--- src/rtl/sisc_run_ctrl.sv ---
// Run controller for the SISC core: holds the core in reset, releases it, watches
// fetches for the halt opcode, enforces a watchdog and reports run statistics.
module sisc_run_ctrl #(
    parameter int         RST_CYCLES = 2,
    parameter int         TIMEOUT    = 1000,
    parameter logic [3:0] HALT_OP    = 4'hF,
    parameter int         CNT_W      = 16
) (
    input  logic             clk,
    input  logic             rst,
    input  logic             start,
    input  logic [31:0]      ir,
    input  logic             ir_load,
    output logic             core_rst_f,
    output logic             running,
    output logic             done,
    output logic             timeout,
    output logic [CNT_W-1:0] cycle_count,
    output logic [CNT_W-1:0] instr_count
);

    localparam int HW = (RST_CYCLES > 1) ? $clog2(RST_CYCLES) : 1;

    typedef enum logic [1:0] {
        S_HOLD = 2'd0,
        S_RUN  = 2'd1,
        S_DONE = 2'd2,
        S_TOUT = 2'd3
    } state_t;

    state_t           r_state;
    state_t           w_state_next;
    logic [HW-1:0]    r_hold;
    logic [HW-1:0]    w_hold_next;
    logic [CNT_W-1:0] r_cycle;
    logic [CNT_W-1:0] w_cycle_next;
    logic [CNT_W-1:0] r_instr;
    logic [CNT_W-1:0] w_instr_next;
    logic             r_core_rst_f;
    logic             r_running;
    logic             r_done;
    logic             r_timeout;
    logic             w_halt;
    logic             w_wdog;
    logic             w_unused_ir;

    assign w_unused_ir = ^ir[27:0];
    assign w_halt      = ir_load && (ir[31:28] == HALT_OP);
    assign w_wdog      = (TIMEOUT != 0) && (r_cycle == CNT_W'(TIMEOUT - 1));

    always_comb begin
        w_state_next = r_state;
        w_hold_next  = r_hold;
        w_cycle_next = r_cycle;
        w_instr_next = r_instr;
        case (r_state)
            S_HOLD: begin
                if (r_hold == HW'(RST_CYCLES - 1)) begin
                    w_state_next = S_RUN;
                    w_hold_next  = '0;
                end else begin
                    w_hold_next = r_hold + 1'b1;
                end
            end
            S_RUN: begin
                w_cycle_next = r_cycle + 1'b1;
                if (ir_load) begin
                    w_instr_next = r_instr + 1'b1;
                end
                // Halt takes priority over a watchdog expiry on the same edge.
                if (w_halt) begin
                    w_state_next = S_DONE;
                end else if (w_wdog) begin
                    w_state_next = S_TOUT;
                end
            end
            S_DONE, S_TOUT: begin
                if (start) begin
                    w_state_next = S_HOLD;
                    w_hold_next  = '0;
                    w_cycle_next = '0;
                    w_instr_next = '0;
                end
            end
            default: begin
                w_state_next = S_HOLD;
                w_hold_next  = '0;
            end
        endcase
    end

    // Status flags are registered from the next state so they move with r_state.
    always_ff @(posedge clk or posedge rst) begin
        if (rst) begin
            r_state      <= S_HOLD;
            r_hold       <= '0;
            r_cycle      <= '0;
            r_instr      <= '0;
            r_core_rst_f <= 1'b0;
            r_running    <= 1'b0;
            r_done       <= 1'b0;
            r_timeout    <= 1'b0;
        end else begin
            r_state      <= w_state_next;
            r_hold       <= w_hold_next;
            r_cycle      <= w_cycle_next;
            r_instr      <= w_instr_next;
            r_core_rst_f <= (w_state_next == S_RUN);
            r_running    <= (w_state_next == S_RUN);
            r_done       <= (w_state_next == S_DONE);
            r_timeout    <= (w_state_next == S_TOUT);
        end
    end

    assign core_rst_f  = r_core_rst_f;
    assign running     = r_running;
    assign done        = r_done;
    assign timeout     = r_timeout;
    assign cycle_count = r_cycle;
    assign instr_count = r_instr;

endmodule

--- config.mk ---
export PLATFORM = sky130hd
export DESIGN_NAME = sisc_run_ctrl
export DESIGN_NICKNAME = d
export VERILOG_FILES = /design/src/rtl/sisc_run_ctrl.sv
export SDC_FILE = /design/constraint.sdc
export NUM_CORES = 1
export LEC_CHECK = 0
export ABC_CLOCK_PERIOD_IN_PS = 3700
export CORE_UTILIZATION = 40
export CTS_BUF_LIST = sky130_fd_sc_hd__clkbuf_16
export DETAILED_ROUTE_END_ITERATION = 10
export GPL_TIMING_DRIVEN = 0
export PLACE_DENSITY = 0.75
export SYNTH_ARGS = -nofsm -noshare
export SYNTH_HDL_FRONTEND = slang
export SYNTH_SLANG_ARGS = --single-unit
--- constraint.sdc ---
create_clock -name clk -period 3.7 [get_ports clk]
set_input_delay 0.74 -clock clk [delete_from_list [all_inputs] [get_ports clk]]
set_output_delay 0.74 -clock clk [all_outputs]
set_load 0.02 [all_outputs]
==> results.cfg, run 1 <==
[grt]
grt_pass1_wl_um = 7670
antenna_found_initial = 0
grt_usage_pct = 19.2
grt_max_degree = 39
grt_pass1_vias = 1635
overflow = 0

[hold_path]
min_path_cells = 1
hp-class = flip-flop to flip-flop
min_from = r_hold

[floorplanning]
initial_utilization_pct = 41.6
die_w_um = 72.1
io_pins = 72
die_area_um2 = 5200
dieHeight_um = 72.1
coreArea_um2 = 4720
num_rows = 25

[clock_network]
cts_hold_buf = 0
postCtsSetupBuffers = 0
numCtsBuffers = 5
post_cts_resized = 0
clk_pin_slew_ns = 0.05
clock-root-buffer = clkbuf_16
h-tree-depth = 2
cts_buffer_depth = 2
clock_latency_ns = 0.28
clock_sinks = 38
cts_tree = yes

[power_and_ir_drop]
power.density_nw_per_um2 = 621
power.leakage_nw = 1.10
peakVddDrop_v = 0.000307

[layout]
layout.nets = 301
antenna_cells = 0
area_delta_synth_final_pct = 32.9
ff_latch_area_um2 = 951
final_layout_size_suffix_gt1_share_pct = 7.22
fill_cells = 424
fin_cells = 330
fin_area_um2 = 2610
utilization_pct = 55.3
multi_input_area_um2 = 956

[flow_run]
drv_cap = 0

[sta]
tightest_slew_ns = 0.787
fin_skew_ns = 0.00383
finalMaxSlewViolations = 0
fin_crit_ns = 2.49
setup_viol = 0
fmax_ghz = 0.401
hold_slack_ns = 0.478
finalHoldViolations = 0
grt_setup_unrepaired = false
fin_crit_sh_pct = 67.3
relSlewSlack_pct = 47.4
fin_tns_setup_ns = 0

[synthesis]
synth_top_area_share_pct = 48.4
yosysMostFrequentCell = dfrtp_1
synth_async_sr_flop_share_pct = 100
synth_edf_count = 0
synth_seq_cells = 38
ys.flop_type = dfrtp_1
synth_fp_nets = 251
ys_types = 44
syn_inst = 213
synthTopCellsByCount = 38 x dfrtp_1, 25 x nand2_1, 20 x nor2_1
synthTopCellsByArea = dfrtp_1 48%, nand2_1 4.8%, a21oi_1 4.1%
seq_area_frac_synth_pct = 48.4
ys_warn_count = 0
avgSynthCellArea_um2 = 9.22
synth_area_um2 = 1960
synth_top_area_cell = dfrtp_1

[setup_path]
cp_data_arrival_time_ns = 2.66
critPathCaptureType = flip-flop
criticalPathCategory = primary input to flip-flop
worstSetupStartpoint = ir_load
cp_max_fo = 10
r2r-start = cycle_count[0]
worstRegToRegCells = 5
worstPathRequired_ns = 3.87
startpoint_type = primary input

[placed_design]
place_area_um2 = 2480
numPortBuffers = 43
gp_congestion = 0.816
dp_cells = 323
hpwlAfterDp_um = 3220

[routing]
vias = 1860
dr.pass1.iters = 4
remaining_drc_errors = 0
via_per_inst = 5.64
initialDrtViolationCount = 130
wl_per_cell_um = 14.5
ant_nets = 0
wirelength_um = 4780

[status]
status = complete, no violations
-- power breakdown --
part | total (W) | switching, W | internal [W]
combinational | 0.000594 | 0.000323 | 0.000272
clock | 0.000398 | 0.000157 | 0.000241
sequential | 0.000630 | 0.000122 | 0.000508
total | 0.00162 | 0.000602 | 0.00102
-- critical path: stages --
cell,delay (ns)
clkdlybuf4s50_1,0.54
nand3b_1,0.28
a211oi_2,0.68
a31oi_1,0.19
a41o_1,0.23
-- stage by stage --
| stage | power, W | setup slack, ns |
|---|---|---|
| floorplan | 0.000966 | 1.61 |
| global placement | 0.00122 | 1.01 |
| detailed placement | 0.00123 | 0.986 |
| CTS | 0.00163 | 1.23 |
| global route | 0.00171 | 1.03 |
| finish | 0.00162 | 1.21 |
-- worst paths after layout --
kind / end / slack, ns
hold reg to reg: r_hold / 0.48
setup / recovery: instr_count[8] / 1.21
min in group asynchronous: instr_count[15] / 0.93
setup reg to reg: cycle_count[12] / 1.58
hold / removal: r_hold / 0.48
max in group asynchronous: cycle_count[4] / 2.27
-- area by class of cell --
class | count | share of cell area [%]
plain buffers | 8 | 1.49
multi-input cells | 162 | 36.6
repair buffers | 43 | 16.5
flip-flops and latches | 38 | 36.4
clock inverters | 2 | 0.287
well taps | 67 | 3.21
inverters | 5 | 0.719
clock buffers | 5 | 4.79
-- flip-flops by register name, summed over array words and instances, names as in the netlist --
register     cells
cycle_count     16
instr_count     16
r_state          2
done             1
r_hold           1
running          1
timeout          1
-- kinds of logic (layout without fill, tap and decap cells) --
| logic type | count (synthesis) | count (layout) | share of synthesized area, % |
|---|---|---|---|
| xor gates and xnor gates | 8 | 8 | 3.57 |
| AOI/OAI and AO/OA | 55 | 55 | 17.8 |
| muxes | 1 | 1 | 0.700 |
| and+or+nand+nor | 96 | 96 | 25.3 |
| adders and majority gates | 2 | 2 | 1.27 |
| buffers and inverters | 13 | 63 | 2.93 |
| DFF | 38 | 38 | 48.4 |
-- routing by layer --
metal / part of all wire [%] / GRT usage (%) / up-vias / routed length (µm)
li1: - / - / 879 / -
met1: 46 / 25.3 / 904 / 2180
met2: 46 / 30.6 / 70 / 2220
met3: 6.4 / 5.28 / 7 / 305
met4: 1.7 / 6.54 / 0 / 79
met5: 0 / 0 / - / 0
-- cell usage in the layout, fill, tap and decap left out, types with 2 or more instances in the layout --
cell             count
clkdlybuf4s50_1     43
dfrtp_1             38
nand2_1             25
nor2_1              20
a21oi_1             16
o21ai_0             16
nand3_1             14
nand4_1              7
inv_1                6
nor3_1               5
a31o_2               5
a31oi_1              5
clkbuf_16            5
and3_1               4
clkbuf_1             4
xor2_1               4
or3_1                4
xnor2_1              4
or4_1                3
buf_4                2
nor2b_1              2
nand2b_1             2
nor4_1               2
o211a_1              2
and4_1               2
ha_1                 2
(Power assumes the default switching activity.)
==> run 2: changes to the inputs <==
- ABC_CLOCK_PERIOD_IN_PS: 3700 -> 2140
- PLACE_DENSITY: 0.75 -> 0.78
- clock period: 3.7 -> 2.14 ns (I/O delays scaled with it)
==> results.cfg, run 2 (synthesis results as in run 1) <==
[clock_network]
clock_latency_ns = 0.28
numCtsBuffers = 5
cts_hold_buf = 0
cts_tree = yes
cts_buffer_depth = 2
postCtsSetupBuffers = 0
clock_sinks = 38
clock-root-buffer = clkbuf_16
h-tree-depth = 2
post_cts_resized = 0
clk_pin_slew_ns = 0.06

[grt]
grt_usage_pct = 18.7
overflow = 0
grt_pass1_vias = 1601
antenna_found_initial = 0
grt_pass1_wl_um = 7510
grt_max_degree = 39

[routing]
ant_nets = 0
wirelength_um = 4570
wl_per_cell_um = 13.8
vias = 1804
remaining_drc_errors = 0
initialDrtViolationCount = 120
via_per_inst = 5.45
dr.pass1.iters = 7

[sta]
fin_tns_setup_ns = 0
grt_setup_unrepaired = false
relSlewSlack_pct = 47.4
finalHoldViolations = 0
fmax_ghz = 0.483
fin_crit_sh_pct = 96.7
setup_viol = 0
fin_crit_ns = 2.07
tightest_slew_ns = 0.787
finalMaxSlewViolations = 0
fin_skew_ns = 0.00491
hold_slack_ns = 0.489

[layout]
layout.nets = 301
ff_latch_area_um2 = 952
area_delta_synth_final_pct = 34.3
final_layout_size_suffix_gt1_share_pct = 9.09
multi_input_area_um2 = 972
final_common_cell = clkdlybuf4s50_1
mostFrequentLayoutCells = 43 x clkdlybuf4s50_1, 37 x dfrtp_1, 25 x nand2_1
fill_cells = 421
antenna_cells = 0

[hold_path]
hp-class = flip-flop to flip-flop

[placed_design]
hpwlAfterDp_um = 3120
gp_congestion = 0.802
numPortBuffers = 43

[setup_path]
cp_slowest_cell = or4b_4
worstPathRequired_ns = 2.35
max_stage_delay_ns = 0.50
cp_data_arrival_time_ns = 2.28
critPathCaptureType = flip-flop
path_cells = ha_2, and4_4, or4b_4, or4_1, o21ai_0
cp_max_fo = 6
criticalPathCategory = flip-flop to flip-flop
ff2ff_setup_slack_ns = 0.07
startpoint_type = flip-flop

[power_and_ir_drop]
power.density_nw_per_um2 = 1080
power.leakage_nw = 1.09
peakVddDrop_v = 0.000570

[floorplanning]
coreArea_um2 = 4720
num_rows = 25
io_pins = 72
dieHeight_um = 72.1
initial_utilization_pct = 41.6
die_w_um = 72.1
die_area_um2 = 5200

[flow_run]
drv_cap = 0

[status]
status = complete, no violations
[run 2: metrics by stage]
stage	power [W]	instance area, µm²	setup WS, ns	utilization [%]	std cells
2_1_floorplan	0.00167	1960	0.0509	-	213
3_3_place_gp	0.00210	2480	-0.230	52.5	323
3_5_place_dp	0.00213	2480	-0.274	52.5	323
4_1_cts	0.00284	2620	0.0196	55.5	331
5_1_grt	0.00302	2640	0.00227	55.8	331
6_report	0.00285	2640	0.0702	55.8	331
[run 2: routing by layer]
metal  vias up  global-route usage (%)  routed length [µm]
met3         6                    4.03                 244
met2        52                    27.0                2020
li1        878                       -                   -
met5         -                       0                   0
met1       868                    26.8                2250
met4         0                    8.93                  55
[run 2: path summary, 6_finish.rpt]
| check | from | endpoint | cells past startpoint |
|---|---|---|---|
| max in group asynchronous | rst | cycle_count[0] | 2 |
| worst max-delay path | cycle_count[1] | cycle_count[12] | 5 |
| min in group asynchronous | rst | instr_count[14] | 2 |
| worst min-delay path | r_hold | r_hold | 1 |
| worst min register to register | r_hold | r_hold | 1 |
| worst max register to register | cycle_count[1] | cycle_count[12] | 5 |
[run 2: worst max-delay path, delay by kind of cell, from the launching register on]
| kind | cells | cell delay [ns] |
|---|---|---|
| AO/OA/AOI/OAI | 1 | 0.08 |
| adder cells (fa/ha/maj) | 1 | 0.26 |
| flip-flops | 1 | 0.43 |
| AND/OR/NAND/NOR | 3 | 1.23 |
[run 2: cell type report]
class                   count  area share [%]
clock buffers               5            4.74
inverters                   5           0.712
clock inverters             3           0.617
multi-input cells         162            36.9
plain buffers               8            1.47
repair buffers             43            16.3
flip-flops and latches     38            36.1
well taps                  67            3.18
[run 2: power breakdown]
part	internal [W]	leakage, nW	switching, W
Clock	0.000425	0.0672	0.000292
Combinational	0.000475	0.519	0.000560
Sequential	0.000881	0.501	0.000216
Total	0.00178	1.09	0.00107
==> variant (flow settings as in run 2) <==
Register the inputs `start`, `ir` and `ir_load` before use, with the module's reset. The logic sees them one clock later.
--- a/src/rtl/sisc_run_ctrl.sv
+++ b/src/rtl/sisc_run_ctrl.sv
@@ -29,4 +29,20 @@
     } state_t;
 
+    logic start_q;
+    logic [31:0] ir_q;
+    logic ir_load_q;
+
+    always_ff @(posedge clk or posedge rst) begin
+        if (rst) begin
+            start_q   <= '0;
+            ir_q      <= '0;
+            ir_load_q <= '0;
+        end else begin
+            start_q   <= start;
+            ir_q      <= ir;
+            ir_load_q <= ir_load;
+        end
+    end
+
     state_t           r_state;
     state_t           w_state_next;
@@ -45,6 +61,6 @@
     logic             w_unused_ir;
 
-    assign w_unused_ir = ^ir[27:0];
-    assign w_halt      = ir_load && (ir[31:28] == HALT_OP);
+    assign w_unused_ir = ^ir_q[27:0];
+    assign w_halt      = ir_load_q && (ir_q[31:28] == HALT_OP);
     assign w_wdog      = (TIMEOUT != 0) && (r_cycle == CNT_W'(TIMEOUT - 1));
 
@@ -65,5 +81,5 @@
             S_RUN: begin
                 w_cycle_next = r_cycle + 1'b1;
-                if (ir_load) begin
+                if (ir_load_q) begin
                     w_instr_next = r_instr + 1'b1;
                 end
@@ -76,5 +92,5 @@
             end
             S_DONE, S_TOUT: begin
-                if (start) begin
+                if (start_q) begin
                     w_state_next = S_HOLD;
                     w_hold_next  = '0;
Behaviour: not the same (Yosys sat finds a counterexample within 4 cycles, from zero or initial values and one cycle with rst high).
==> variant against run 2 <==
- register-to-register slack better by 0.37 ns
- final area rose by 4.4%
- worst setup slack gained 0.20 ns
- largest power group unchanged
- first-iteration DRC count decreased by 3.3%
- sequential cell count rose by 6
- routed wire length is 3.7% lower
- critical path depth down 4
- total power decreased by 2.8%
- die area up 5.5%
- highest routed layer unchanged
- utilization rose by 0.96 points
- non-clock buffer count stayed put
- clock skew hardly changed
- synthesized area grew 5.7%
- combinational power down 23%
==> variant: results (changes against run 2) <==
p_sw_uw: 901  # was 1.07 mW
antenna_found_initial: 0  # unchanged
synth_xor_xnor_area_share_pct: 3.80  # was 3.57%
crit_family: "buffers and inverters"  # was simple AND/OR/NAND/NOR gates
reg2reg_to: "cycle_count[8]"  # was cycle_count[12]
n_all_inverters: 3  # was 5
drive_above_1_share_pct: 7.00  # was 9.09%
groute.usage.overall_pct: 18.6  # was 18.7%
rrSetupSlack_ns: 0.44  # was 0.07 ns
buffer_area_share_pct: 17.1  # was 17.8%
crit_path_end: "instr_count[0]"  # was cycle_count[12]
fin_crit_sh_pct: 87.6  # was 96.7%
gp_congestion: 0.852  # was 0.802
p_leak_nw: 1.17  # was 1.09 nW
grt_pass1_wl_mm: 7.74  # was 7.51 mm
pre_cts_ws_ns: 0.507  # was -0.274 ns
dr_total_vias: 1747  # was 1,804
grt_max_degree: 45  # was 39
drt_wl_total_mm: 4.40  # was 4.57 mm
nNetsFinal: 294  # was 301
status: "finished, final reports clean"  # unchanged
instances_no_fill: 324  # was 331
whs_ns: 0.490  # was 0.489 ns
yosys-top-cells-count: "dfrtp_1, nand2_1, o21ai_0"  # was dfrtp_1, nand2_1, nor2_1
synthAdderAreaFrac_pct: 1.21  # was 1.27%
seq_cells: 44  # was 38
multi_input_cells: 151  # was 162
yosysUniqueCellTypes: 41  # was 44
slowest_delay_ns: 0.67  # was 0.50 ns
dp_hpwl_mm: 3.09  # was 3.12 mm
synth-seq-area-share_pct: 53.0  # was 48.4%
synth-compound-area-share_pct: 13.7  # was 17.8%
startpoint: "instr_count[0]"  # was cycle_count[1]
peakVddDrop_v: 0.000834  # was 0.000570 V
syn_nets: 244  # was 251
synthMuxAreaShare_pct: 3.44  # was 0.701%
seq_share_pct: 40.0  # was 36.1%
cp_slowest_cell: "clkdlybuf4s50_1"  # was or4b_4
yosys-top-cells-area: "dfrtp_1, nand2_1, o21ai_0, nand3_1, mux2i_1"  # was dfrtp_1, nand2_1, a21oi_1, o21ai_0, nor2_1
arrival_ns: 1.45  # was 2.28 ns
skew_ns: 0.00541  # was 0.00491 ns
fill_cells: 426  # was 421
dr.pass1.iters: 4  # was 7
final-clk-cell-share_pct: 5.95  # was 5.36%
multi_input_area_share_pct: 33.5  # was 36.9%
synth_cells: 206  # was 213
holdPathEnd: "r_hold"  # unchanged
worstPathMaxFanout: 7  # was 6
drt_iter0_drc: 116  # was 120
[variant: cell count changes after synthesis, moves of 3 or more]
cell / delta
or4_1: -3
or3_1: +3
a21oi_1: -5
a31o_2: -5
buf_2: +3
nor2_1: -9
mux2i_1: +6
dfrtp_1: +6
nand4_1: -3
[variant: kinds of logic after synthesis]
| group | count (synthesis) |
|---|---|
| and+or+nand+nor | 89 |
| DFF | 44 |
| buffers and inverters | 11 |
| AOI/OAI and AO/OA | 44 |
| muxes | 7 |
| adders and majority gates | 2 |
| xor gates and xnor gates | 9 |
[variant: routing by layer]
metal / share of wire (%) / GRT usage [%] / vias to the layer above
li1: - / - / 845
met1: 46 / 24.0 / 843
met2: 47 / 30.1 / 52
met3: 5.0 / 4.07 / 7
met4: 1.6 / 8.55 / 0
met5: 0 / 0 / -
[variant: per-stage QoR]
stage | instance area (µm²) | total power, mW | util [%] | setup TNS [ns]
final | 2750 | 2.77 | 56.8 | 0
after global routing | 2750 | 2.93 | 56.8 | 0
after CTS | 2750 | 2.78 | 56.8 | 0
after detailed placement | 2590 | 1.94 | 53.4 | 0
after global placement | 2590 | 1.92 | 53.4 | -8.30
after floorplan | 2080 | 1.60 | - | 0
[variant: power by group through the flow]
| stage | sequential (mW) | clock, mW | combinational, mW |
|---|---|---|---|
| after floorplan | 1.23 | 0 | 0.368 |
| after global placement | 1.14 | 0 | 0.780 |
| after global routing | 1.16 | 0.886 | 0.892 |
| after detailed placement | 1.14 | 0 | 0.794 |
| final | 1.13 | 0.842 | 0.794 |
| after CTS | 1.13 | 0.854 | 0.799 |
